==> src/rtl/div_seq_ctrl_pkg.sv <==
// Shared definitions for the sequential divider: FSM encoding, step width and
// sizing helpers used by the controller and its combinational step stage.
package div_seq_ctrl_pkg;

   localparam logic [1:0] ST_IDLE = 2'd0;
   localparam logic [1:0] ST_RUN  = 2'd1;
   localparam logic [1:0] ST_FIN  = 2'd2;

   localparam int unsigned STEP_BITS = 4;

   function automatic int unsigned step_count(input int unsigned width);
      return (width + STEP_BITS - 1) / STEP_BITS;
   endfunction

   // Signed bit-index width: must hold width-1 down to -STEP_BITS.
   function automatic int unsigned idx_width(input int unsigned width);
      return $clog2(width) + 2;
   endfunction

endpackage

==> src/rtl/div_seq_ctrl_step4.sv <==
// Combinational radix-16 restoring step: resolves up to four quotient bits,
// from bit index i downwards, skipping indices below zero.
module div_step4
   import div_seq_ctrl_pkg::*;
#(
   parameter int unsigned WIDTH = 10,
   parameter int unsigned IW    = idx_width(WIDTH)
) (
   input  logic [WIDTH-1:0]        n,
   input  logic [WIDTH-1:0]        d,
   input  logic [WIDTH-1:0]        r,
   input  logic [WIDTH-1:0]        q,
   input  logic signed [IW-1:0]    i,
   output logic [WIDTH-1:0]        r_o,
   output logic [WIDTH-1:0]        q_o,
   output logic signed [IW-1:0]    i_o
);

   localparam int unsigned KW = $clog2(WIDTH);

   logic [WIDTH:0]   rp;
   logic [WIDTH-1:0] r_cur;
   logic [KW-1:0]    kb;
   int               k;

   always_comb begin
      r_cur = r;
      q_o   = q;
      rp    = '0;
      kb    = '0;
      k     = 0;
      for (int unsigned s = 0; s < STEP_BITS; s++) begin
         k = int'(i) - int'(s);
         if (k >= 0) begin
            kb = k[KW-1:0];
            // One extra bit keeps the shifted-out MSB of the partial remainder.
            rp = {r_cur, n[kb]};
            if (rp >= {1'b0, d}) begin
               rp      = rp - {1'b0, d};
               q_o[kb] = 1'b1;
            end else begin
               q_o[kb] = 1'b0;
            end
            r_cur = rp[WIDTH-1:0];
         end
      end
      r_o = r_cur;
   end

   assign i_o = i - $signed(IW'(STEP_BITS));

endmodule

==> src/rtl/div_seq_ctrl.sv <==
// Sequential unsigned divider controller: captures N/D on start, iterates the
// four-bit restoring step in RUN, and presents Q/R with a one-cycle done.
module div_seq_ctrl
   import div_seq_ctrl_pkg::*;
#(
   parameter int unsigned WIDTH = 10
) (
   input  logic             clk,
   input  logic             rst_n,
   input  logic             start,
   input  logic [WIDTH-1:0] dividend,
   input  logic [WIDTH-1:0] divisor,
   output logic             busy,
   output logic             done,
   output logic [WIDTH-1:0] quotient,
   output logic [WIDTH-1:0] remainder,
   output logic             div_by_zero
);

   localparam int unsigned IW = idx_width(WIDTH);

   logic [1:0]              state;
   logic [WIDTH-1:0]        n_q, d_q, r_q, q_q;
   logic signed [IW-1:0]    i_q;
   logic [WIDTH-1:0]        r_nx, q_nx;
   logic signed [IW-1:0]    i_nx;
   logic                    accept;

   div_step4 #(.WIDTH(WIDTH), .IW(IW)) u_step (
      .n   (n_q),
      .d   (d_q),
      .r   (r_q),
      .q   (q_q),
      .i   (i_q),
      .r_o (r_nx),
      .q_o (q_nx),
      .i_o (i_nx)
   );

   assign accept = start && (state == ST_IDLE || state == ST_FIN);
   assign busy   = (state == ST_RUN);
   assign done   = (state == ST_FIN);

   always_ff @(posedge clk or negedge rst_n) begin
      if (!rst_n) begin
         state       <= ST_IDLE;
         n_q         <= '0;
         d_q         <= '0;
         r_q         <= '0;
         q_q         <= '0;
         i_q         <= '0;
         quotient    <= '0;
         remainder   <= '0;
         div_by_zero <= 1'b0;
      end else begin
         case (state)
            ST_RUN: begin
               r_q <= r_nx;
               q_q <= q_nx;
               i_q <= i_nx;
               if (i_q < $signed(IW'(STEP_BITS))) begin
                  quotient  <= q_nx;
                  remainder <= r_nx;
                  state     <= ST_FIN;
               end
            end
            ST_IDLE, ST_FIN: begin
               if (accept) begin
                  if (divisor == '0) begin
                     quotient    <= '1;
                     remainder   <= dividend;
                     div_by_zero <= 1'b1;
                     state       <= ST_FIN;
                  end else begin
                     n_q         <= dividend;
                     d_q         <= divisor;
                     r_q         <= '0;
                     q_q         <= '0;
                     i_q         <= $signed(IW'(WIDTH - 1));
                     div_by_zero <= 1'b0;
                     state       <= ST_RUN;
                  end
               end else begin
                  state <= ST_IDLE;
               end
            end
            default: state <= ST_IDLE;
         endcase
      end
   end

endmodule

==> config.mk <==
export PLATFORM = sky130hd
export DESIGN_NAME = div_seq_ctrl
export DESIGN_NICKNAME = d
export VERILOG_FILES = /design/src/rtl/div_seq_ctrl_pkg.sv /design/src/rtl/div_seq_ctrl_step4.sv /design/src/rtl/div_seq_ctrl.sv
export SDC_FILE = /design/constraint.sdc
export NUM_CORES = 1
export LEC_CHECK = 0
export BUFFER_PORTS_ARGS = -buffer_cell sky130_fd_sc_hd__buf_2
export CELL_PAD_IN_SITES_DETAIL_PLACEMENT = 2
export CELL_PAD_IN_SITES_GLOBAL_PLACEMENT = 2
export CORE_UTILIZATION = 39
export CTS_CLUSTER_SIZE = 25
export DETAILED_ROUTE_END_ITERATION = 8
export PLACE_DENSITY_LB_ADDON = 0.2
export RECOVER_POWER = 25
export SYNTH_ARGS = -nofsm -noshare
export SYNTH_HDL_FRONTEND = slang
export SYNTH_HIERARCHICAL = 1
export SYNTH_SLANG_ARGS = --single-unit
==> constraint.sdc <==
create_clock -name clk -period 13.76 [get_ports clk]
set_clock_uncertainty 0.1 [all_clocks]
set_input_delay 2.752 -clock clk [delete_from_list [all_inputs] [get_ports clk]]
set_output_delay 2.752 -clock clk [all_outputs]
set_load 0.02 [all_outputs]
# ---- Word-level counts from Yosys, hierarchy flattened
# Index checks and enable logic that the tools add are counted.
dict set report word_totals {
  register_bits 69
  latchBits 0
  ram_bits 0
  mem_bits_ro 0
  output_inout_bits 23
  memories 0
}
dict set report op_classes {
  add_sub_neg 8
  n_mul 0
  div 0
  n_lt_le_gt_ge 17
  n_eq_ne 6
  shift 0
  mux 52
  bitwise_logic 13
  reduce_logical 14
}
# cell n
set ops {}
lappend ops {{$mux 10} 24}
lappend ops {{$ge 32x1->1 const B} 3}
lappend ops {{$pmux 10 s2} 4}
lappend ops {{$ge 11x10->1} 4}
lappend ops {{$and 10x10->10} 4}
lappend ops {{$not 10->10} 4}
lappend ops {{$or 10x10->10} 4}
lappend ops {{$sub 10x10->10} 4}
lappend ops {{$lt 4x5->1 const B} 4}
lappend ops {{$bmux 1 s4} 4}
lappend ops {{$demux 1 s4} 4}
lappend ops {{$ge 4x1->1 const B} 4}
lappend ops {{$sub 6x3->7 const B} 2}
lappend ops {{$mux 6} 2}
lappend ops {{$pmux 6 s2} 1}
lappend ops {{$logic_not 10->1} 1}
lappend ops {{$mux 1} 9}
lappend ops {{$sub 6x2->7 const B} 1}
lappend ops {{$ge 6x1->1 const B} 1}
lappend ops {{$lt 6x4->1 const B} 1}
lappend ops {{$mux 2} 3}
lappend ops {{$ne 2x2->1 const B} 3}
lappend ops {{$reduce_and 3->1} 2}
lappend ops {{$sub 6x4->6 const B} 1}
lappend ops {{other kinds (12)} 16}

# ---- Longest topological paths before layout
# Gate-level depths: netlist of the first run.
dict set report logic_depth {
  word_depth 19
  mapped_depth 49
  mapped_depth_nobuf 44
}

# ---- Hierarchy
# Netlist of the first run, hierarchy kept.
# mod instances cells_per_inst area_per_inst_um2 seq_area_each_um2
set by_module_without_submodules {}
lappend by_module_without_submodules {div_step4 1 607 4408.0 0.0}
lappend by_module_without_submodules {div_seq_ctrl 1 241 2802.7 1726.7}

# ---- Worst setup path before layout of the first run
# OpenSTA, ideal clock, no wires.
dict set report synth_path {
  kind {flip-flop to flip-flop}
  start {reg i_q[3]}
  end {reg remainder[4]}
  setup_time_ps 125
  arrival_ps 10196
  t_required_ps 13535
  slack_ps 3340
  stages_incl_launch_ff 45
  period_less_slack_ps 10420
  path_cell_list {dfrtp_1 clkbuf_1 inv_1 or4_1 o21ai_0 inv_1 ha_1 and4_1 nand3_1 and3_1 buf_2 a21oi_1 buf_2 mux2i_1 a21oi_1 ha_1 or4_1 o211a_1 [9 not listed] a211oi_1 o311ai_4 or2_1 buf_6 mux2_4 o21a_1 ha_1 or2_2 a21oi_1 a211oi_1 nand3b_1 a311o_2 a31oi_4 mux2_1 mux2_2 nand2_1 o21ai_0 mux2_2}
}
dict set report synth_between {
  elab_chain_cells 16
}
# item line
set synth_rtl {}
lappend synth_rtl {{from (decl)} div_seq_ctrl.sv:24} ;# logic signed [IW-1:0] i_q;
lappend synth_rtl {{from (signal assigned)} div_seq_ctrl.sv:60} ;# i_q <= i_nx;
lappend synth_rtl {{from (signal assigned)} div_seq_ctrl.sv:79} ;# i_q <= $signed(IW'(WIDTH - 1));
lappend synth_rtl {{$bmux 1 s4} div_seq_ctrl_step4.sv:37} ;# rp = {r_cur, n[kb]};
lappend synth_rtl {{$mux 1 (implied by the code)} div_seq_ctrl_step4.sv:37}
lappend synth_rtl {{$sub 10x10->10 / $ge 11x10->1 (equally long branches)} {div_seq_ctrl_step4.sv:39, div_seq_ctrl_step4.sv:38}}
lappend synth_rtl {{$mux 10} div_seq_ctrl_step4.sv:38} ;# if (rp >= {1'b0, d}) begin
lappend synth_rtl {{$mux 10} div_seq_ctrl_step4.sv:34} ;# if (k >= 0) begin
lappend synth_rtl {{$sub 10x10->10 / $ge 11x10->1 (equally long branches)} {div_seq_ctrl_step4.sv:39, div_seq_ctrl_step4.sv:38}}
lappend synth_rtl {{$mux 10} div_seq_ctrl_step4.sv:38}
lappend synth_rtl {{$mux 10} div_seq_ctrl_step4.sv:34}
lappend synth_rtl {{$sub 10x10->10 / $ge 11x10->1 (equally long branches)} {div_seq_ctrl_step4.sv:39, div_seq_ctrl_step4.sv:38}}
lappend synth_rtl {{$mux 10} div_seq_ctrl_step4.sv:38}
lappend synth_rtl {{$mux 10} div_seq_ctrl_step4.sv:34}
lappend synth_rtl {{$sub 10x10->10 / $ge 11x10->1 (equally long branches)} {div_seq_ctrl_step4.sv:39, div_seq_ctrl_step4.sv:38}}
lappend synth_rtl {{$mux 10} div_seq_ctrl_step4.sv:38}
lappend synth_rtl {{$mux 10 (*)} div_seq_ctrl_step4.sv:34}
lappend synth_rtl {{via r_nx[4]} div_seq_ctrl.sv:25} ;# logic [WIDTH-1:0] r_nx, q_nx;
lappend synth_rtl {{$mux 10 (*)} div_seq_ctrl.sv:61} ;# if (i_q < $signed(IW'(STEP_BITS))) begin
lappend synth_rtl {{$pmux 10 s2 (*)} div_seq_ctrl.sv:56} ;# case (state)
lappend synth_rtl {{to (signal assigned)} div_seq_ctrl.sv:63} ;# remainder <= r_nx;
lappend synth_rtl {{to (signal assigned)} div_seq_ctrl.sv:71} ;# remainder <= dividend;
lappend synth_rtl {{to (decl)} div_seq_ctrl.sv:16} ;# output logic [WIDTH-1:0] remainder,
# The timed path passes the listed nets; every way through them passes the cells marked *. The select of a mux whose other input is x is not followed.
# A chain may end at the register's enable or synchronous reset.

# ---- Worst setup path after layout of the first run
# Ends and elaborated chain as after synthesis.

==> results of run 1 <==
==> layout by cell type (no fill, tap or decap), drive strengths merged, types with 5 or more instances in the layout <==
| cell type | n |
|---|---|
| a2111oi | 6 |
| a211o | 5 |
| a211oi | 7 |
| a21o | 14 |
| a21oi | 44 |
| a221oi | 8 |
| a311oi | 7 |
| a31oi | 17 |
| and3 | 16 |
| buf | 55 |
| clkbuf | 11 |
| dfrtp | 69 |
| ha | 54 |
| inv | 48 |
| mux2 | 35 |
| mux2i | 28 |
| mux4 | 6 |
| nand2 | 90 |
| nand2b | 11 |
| nand3 | 33 |
| nand4 | 14 |
| nor2 | 43 |
| nor2b | 17 |
| nor3 | 21 |
| o211ai | 12 |
| o21a | 8 |
| o21ai | 54 |
| o22a | 11 |
| o22ai | 12 |
| o311ai | 6 |
| or2 | 5 |
| or3 | 6 |
| xnor2 | 20 |
| xor2 | 13 |
==> cell usage after synthesis (21+ instances only) <==
cell | instances | area [µm²]
a21oi_1 | 44 | 220
clkbuf_1 | 26 | 97.6
dfrtp_1 | 69 | 1730
ha_1 | 54 | 676
inv_1 | 46 | 173
mux2_2 | 21 | 236
mux2i_1 | 28 | 280
nand2_1 | 90 | 338
nand3_1 | 32 | 160
nor2_1 | 43 | 161
nor3_1 | 21 | 105
o21ai_0 | 50 | 250
==> cell type report <==
cell class | instances | area, µm²
tap | 229 | 287
timing repair buffer | 56 | 307
multi-input combinational | 682 | 5060
clock buffer | 10 | 229
inverter | 47 | 176
sequential | 69 | 1730
clock inverter | 6 | 96.3
fill | 2046 | 10100
antenna | 1 | 2.50
==> sequential cells by signal (all words and copies together) (netlist names) <==
register and flops:
quotient 10, r_q 10, d_q 10, n_q 10, div_by_zero 1, state 2, q_q 10, remainder 10
i_q 6
==> worst reg2reg max path: cells and delay by family (launching register included) <==
family,cells,cell delay (ps)
flip-flops,1,580
AO/OA/AOI/OAI,19,5810
adder cells (fa/ha/maj),4,1180
AND/OR/NAND/NOR,10,3290
buffers and inverters,4,650
multiplexers,4,1380
==> cell families after synthesis <==
family                   synth area share [%]
AND/OR/NAND/NOR                          19.2
AO/OA/AOI/OAI                            24.4
buffers and inverters                    6.13
multiplexers                             11.9
flip-flops                               23.9
adder cells (fa/ha/maj)                  10.5
XOR/XNOR                                 4.01
==> timing repair <==
item / 4_1_cts / 5_1_grt
resized for setup: 0 / 1
hold buffers: 0 / 0
setup endpoints to repair: 0 / 3
hold endpoints to repair: 0 / 0
==> per-stage QoR <==
step / hold WS [ps] / std cells
after global placement: 364 / 1083
after global routing: 405 / 1099
after CTS: 387 / 1099
final: 385 / 1100
after floorplan: 381 / 848
after detailed placement: 373 / 1083
==> layer usage <==
layer	vias to the layer above	GRT usage [%]	part of all wire (%)
met2	196	52.5	49
met4	0	9.60	2.0
met3	34	4.61	4.4
met1	3632	41.5	45
met5	-	0	0
li1	3182	-	-
==> final timing paths <==
check,slack [ps],start,endpoint,depth (start not counted)
worst max-delay path,640,i_q[3],remainder[4],41
worst min-delay path,390,quotient[5],quotient[5],1
worst max register to register,640,i_q[3],remainder[4],41
worst min register to register,390,quotient[5],quotient[5],1
max in group asynchronous,7380,rst_n,i_q[0],1
min in group asynchronous,3660,rst_n,q_q[0],1
==> run_results.csv, run 1 <==
group,metric,value,unit
sta,report.final.slew_viol_count,70,
placement,post-dp-hpwl,21.5,mm
run_status,run_status,"complete, but fails checks",
detailed_routing,wl_per_cell,26.0,µm
sta,fin_crit_sh,95.3,%
synthesis,synth_edf_count,0,
grt,number_of_antenna_violations_at_the_first_check_in_global_routing,0,
critical_path,crit_slowest_cell,"a31oi_4",
die,fp-row-count,49,
flow_run,number_of_max_capacitance_violations_reported,1,
cells_and_area,design.final.nets,946,
placement,buffer_ports.inserted,45,
cells_and_area,layout.cell_area.non_filler,0.00788,mm²
clock_network,tritoncts_num_sinks,69,
die,initial_utilization,40.0,%
clock_network,cts.path.max_buffers,2,
grt,grt_pass1_vias,7545,
clock_network,cts_tree,"yes",
die,die_h,138,µm
detailed_routing,via_per_inst,6.40,
synthesis,postSynthRegisterBits,69,
grt,overflow,0,
grt,first_pass_grt_wire_length,44.4,mm
synthesis,ys_async_sr_fraction,100,%
critical_path,cp.arrival,13250,ps
detailed_routing,first_pass_iters,7,
sta,fin_crit,13120,ps
clock_network,cts-buffers-inserted,9,
critical_path,critPathMaxStageDelay,690,ps
detailed_routing,initialDrtViolationCount,431,
synthesis,synth-main-ff-cell,"dfrtp_1",
detailed_routing,antenna_violating_nets_post_route,0,
detailed_routing,drcViolationCount,0,
critical_path,crit_type,"reg2reg",
placement,postPlaceCellArea,0.00756,mm²
synthesis,postSynthAreaPerCell,8.50,µm²
sta,finalWorstSetupSlack,643,ps
synthesis,postSynthNetCount,929,
critical_path,startpoint_type,"register",
critical_path,worst-path-max-fanout,28,
synthesis,synthCells,848,
clock_network,clock_insertion_delay_worst_skew,360,ps
synthesis,synth-warning-count,6,
sta,setup_viol_count_final,0,
clock_network,clkTransAtPathRegs,70,ps
sta,clock.fmax,76.2,MHz
clock_network,cts_htree_levels,3,
critical_path,worst_path_dominant_cell_family,"compound AO/OA/AOI/OAI gates",
clock_network,cts_root_buffer,"clkbuf_16",
grt,grt_util_all_layers,31.4,%
placement,finalWeightedCongestion,0.961,
sta,grt_setup_unrepaired,"false",
die,die_area,0.0190,mm²
critical_path,worst_ep_required_time,13900,ps
critical_path,crit_path_end_kind,"register",
grt,largest_net_degree_at_the_start_of_global_routing,70,
die,die_x,138,µm
die,design.core.area,0.0180,mm²
critical_path,crit_top_cell,"o21ai_0",
clock_network,cts_setup_buffers,0,
die,top_level_ports,46,
synthesis,netlist_area,0.00721,mm²
run_status,violations,"max-capacitance violations, max-slew violations",
worst_hold_path,worstHoldPathType,"reg2reg",
sta,fin_tns_setup,0,ps
detailed_routing,postRouteWirelength,28.6,mm
cells_and_area,share_of_cells_above_drive_strength_1,14.7,%
sta,tightest_slew,3930,ps
sta,timing.final.hold_violations,0,
synthesis,synth_sequential_area_ratio,23.9,%
detailed_routing,dr_total_vias,7044,
sta,worst_slew_margin_rel,-162,%
critical_path,critPathBufInv,4,
cells_and_area,final_util,43.7,%
cells_and_area,area_delta_synth_final,9.32,%
synthesis,synth_cell_type_count,80,
placement,pre_cts_ws,883,ps
Power of run 1 is not shown: default switching activity piles up to over one toggle a cycle in this logic, so the estimate is an artifact.
==> run 2: changes to the inputs <==
--- a/config.mk
+++ b/config.mk
@@ -5,14 +5,15 @@
 export SDC_FILE = /design/constraint.sdc
 export NUM_CORES = 1
 export LEC_CHECK = 0
+export ABC_AREA = 1
 export BUFFER_PORTS_ARGS = -buffer_cell sky130_fd_sc_hd__buf_2
 export CELL_PAD_IN_SITES_DETAIL_PLACEMENT = 2
 export CELL_PAD_IN_SITES_GLOBAL_PLACEMENT = 2
-export CORE_UTILIZATION = 39
+export CORE_UTILIZATION = 35
 export CTS_CLUSTER_SIZE = 25
 export DETAILED_ROUTE_END_ITERATION = 8
 export PLACE_DENSITY_LB_ADDON = 0.2
-export RECOVER_POWER = 25
+export RECOVER_POWER = 50
 export SYNTH_ARGS = -nofsm -noshare
 export SYNTH_HDL_FRONTEND = slang
 export SYNTH_HIERARCHICAL = 1
==> run_results.csv, run 2 <==
group,metric,value,unit
placement,finalWeightedCongestion,0.930,
synthesis,netlist_area,0.00752,mm²
critical_path,regToRegStartpoint,"i_q[0]",
synthesis,yosys.area.top_type,"dfrtp_1",
die,die_h,149,µm
critical_path,startpoint_type,"register",
sta,setup_viol_count_final,0,
synthesis,postSynthNetCount,1251,
synthesis,synthCells,1170,
detailed_routing,first_pass_iters,4,
critical_path,crit_type,"reg2reg",
clock_network,cts_setup_buffers,0,
sta,finalWorstSetupSlack,2850,ps
worst_hold_path,hold_path_end,"d_q[4]",
die,die_area,0.0221,mm²
synthesis,synth_edf_count,0,
synthesis,synth.top_cells.by_area,"dfrtp_1, nand2_1, nand3_1",
synthesis,synth-warning-count,6,
critical_path,cp.arrival,11090,ps
clock_network,tritoncts_num_sinks,69,
grt,largest_net_degree_at_the_start_of_global_routing,70,
cells_and_area,share_of_cells_above_drive_strength_1,9.50,%
critical_path,critical_path.reg2reg.endpoint,"remainder[9]",
clock_network,clock_insertion_delay_worst_skew,340,ps
clock_network,cts_htree_levels,3,
detailed_routing,via_per_inst,5.50,
sta,timing.final.hold_violations,0,
clock_network,cts.path.max_buffers,2,
die,design.core.area,0.0210,mm²
sta,fin_tns_setup,0,ps
synthesis,yosys_top_cell_area_share,23.0,%
sta,tightest_slew,3960,ps
clock_network,cts_tree,"yes",
cells_and_area,layout.cells.most_common_list,"nand2_1, nand3_1, inv_1, dfrtp_1, ha_1",
detailed_routing,drcViolationCount,0,
grt,first_pass_grt_wire_length,48.7,mm
placement,post-dp-hpwl,24.5,mm
sta,report.final.slew_viol_count,70,
detailed_routing,initialDrtViolationCount,361,
placement,post-place-cells,1448,
die,top_level_ports,46,
cells_and_area,combined_area_of_the_multi_input_logic_cells,0.00500,mm²
sta,grt_setup_unrepaired,"false",
synthesis,synth-main-ff-cell,"dfrtp_1",
cells_and_area,antenna-diode-count,0,
clock_network,ctsHoldBuffers,0,
critical_path,crit_slowest_cell,"dfrtp_1",
synthesis,postSynthAreaPerCell,6.43,µm²
cells_and_area,area_delta_synth_final,7.92,%
synthesis,postSynthRegisterBits,69,
critical_path,ff2ff_path_depth,62,
critical_path,worst-path-max-fanout,21,
grt,number_of_antenna_violations_at_the_first_check_in_global_routing,1,
critical_path,timing.reg2reg.setup_slack,2850,ps
cells_and_area,stdcell_count,1464,
die,fp-row-count,53,
critical_path,worst_ep_required_time,13940,ps
detailed_routing,wl_per_cell,21.3,µm
clock_network,cts_root_buffer,"clkbuf_16",
critical_path,critPathMaxStageDelay,770,ps
die,die_x,149,µm
run_status,violations,"max-capacitance violations, max-slew violations",
run_status,run_status,"complete, but fails checks",
sta,worst_slew_margin_rel,-164,%
cells_and_area,design.final.nets,1265,
synthesis,ys_async_sr_fraction,100,%
clock_network,cts-buffers-inserted,9,
synthesis,synth_cell_type_count,47,
grt,overflow,0,
flow_run,number_of_max_capacitance_violations_reported,1,
grt,grt_pass1_vias,8590,
detailed_routing,postRouteWirelength,31.1,mm
synthesis,synth.top_cells.by_count,"nand2_1, nand3_1, inv_1, dfrtp_1, ha_1",
die,initial_utilization,35.8,%
synthesis,synth_sequential_area_ratio,23.0,%
sta,fin_crit_sh,79.3,%
worst_hold_path,worstHoldPathType,"reg2reg",
clock_network,clkTransAtPathRegs,70,ps
sta,fin_crit,10910,ps
worst_hold_path,holdCritStartpoint,"d_q[4]",
detailed_routing,antenna_violating_nets_post_route,0,
synthesis,top_count_cell_post_synth,"nand2_1",
worst_hold_path,whs_path_depth,2,
detailed_routing,dr_total_vias,8053,
placement,pre_cts_ws,3040,ps
critical_path,crit_top_cell,"nand2_1",
grt,grt_util_all_layers,29.0,%
placement,buffer_ports.inserted,45,
cells_and_area,seq_area,0.00173,mm²
sta,clock.fmax,91.7,MHz
cells_and_area,layout.filler_cells,2618,
cells_and_area,mostFrequentLayoutCell,"nand2_1",
clock_network,cts_repair_resize_count,0,
critical_path,crit_path_end_kind,"register",
-- run 2: cell types whose count changed after synthesis, sizes merged, moves of 17 or more --
cell   delta
inv      +89
mux2     -33
mux2i    -22
nand2   +311
nand3   +157
nor2b    -17
xor2     +17
-- run 2: cell type report --
cell class / count / share of cell area [%]
flip-flops and latches: 69 / 21.3
clock buffers: 9 / 2.78
multi-input cells: 918 / 61.6
inverters: 137 / 6.34
repair buffers: 49 / 2.96
well taps: 275 / 4.24
clock inverters: 7 / 0.802
-- run 2: how the worst max path moves through the flow --
stage	endpoint	startpoint	slack, ps	cells past startpoint
after global routing	remainder[9]	i_q[0]	1880	63
after CTS	remainder[9]	i_q[0]	2890	62
after floorplan	remainder[9]	i_q[0]	5970	64
after global placement	remainder[9]	i_q[0]	3580	62
final	remainder[9]	i_q[0]	2850	62
after detailed placement	remainder[9]	i_q[0]	3040	62
-- run 2: layer usage --
| layer | up-vias | part of all wire [%] | global-route usage [%] |
|---|---|---|---|
| met5 | - | 0 | 0 |
| met4 | 0 | 1.6 | 6.70 |
| met3 | 31 | 3.2 | 2.30 |
| met2 | 156 | 49 | 50.4 |
| met1 | 4026 | 47 | 38.8 |
| li1 | 3840 | - | - |
-- run 2: logic make-up (layout without fill, tap and decap cells) --
kind of cell	count (synthesis)	in the layout	synth area share [%]
muxes	8	8	1.10
adders and majority gates	58	58	10.1
DFF	69	69	23.0
and+or+nand+nor	704	704	42.4
AOI/OAI and AO/OA	113	113	8.80
xor gates and xnor gates	35	35	4.08
buffers and inverters	183	202	10.7
-- run 2: through the flow --
stage / util (%) / cell area [µm²] / hold slack, ps
4_1_cts: 38.7 / 8130 / 385
3_3_place_gp: 37.3 / 7840 / 355
6_report: 38.6 / 8110 / 378
5_1_grt: 38.6 / 8110 / 421
3_5_place_dp: 37.3 / 7840 / 366
2_1_floorplan: - / 7520 / 342
-- run 2: critical path: cells and delay by family (launching register included) --
family	cells	cell delay (ps)
and+or+nand+nor	34	4290
xor gates and xnor gates	1	140
AOI/OAI and AO/OA	15	3200
buffers and inverters	7	800
adders and majority gates	5	1490
DFF	1	770
Power of run 2 is left out for the same reason.
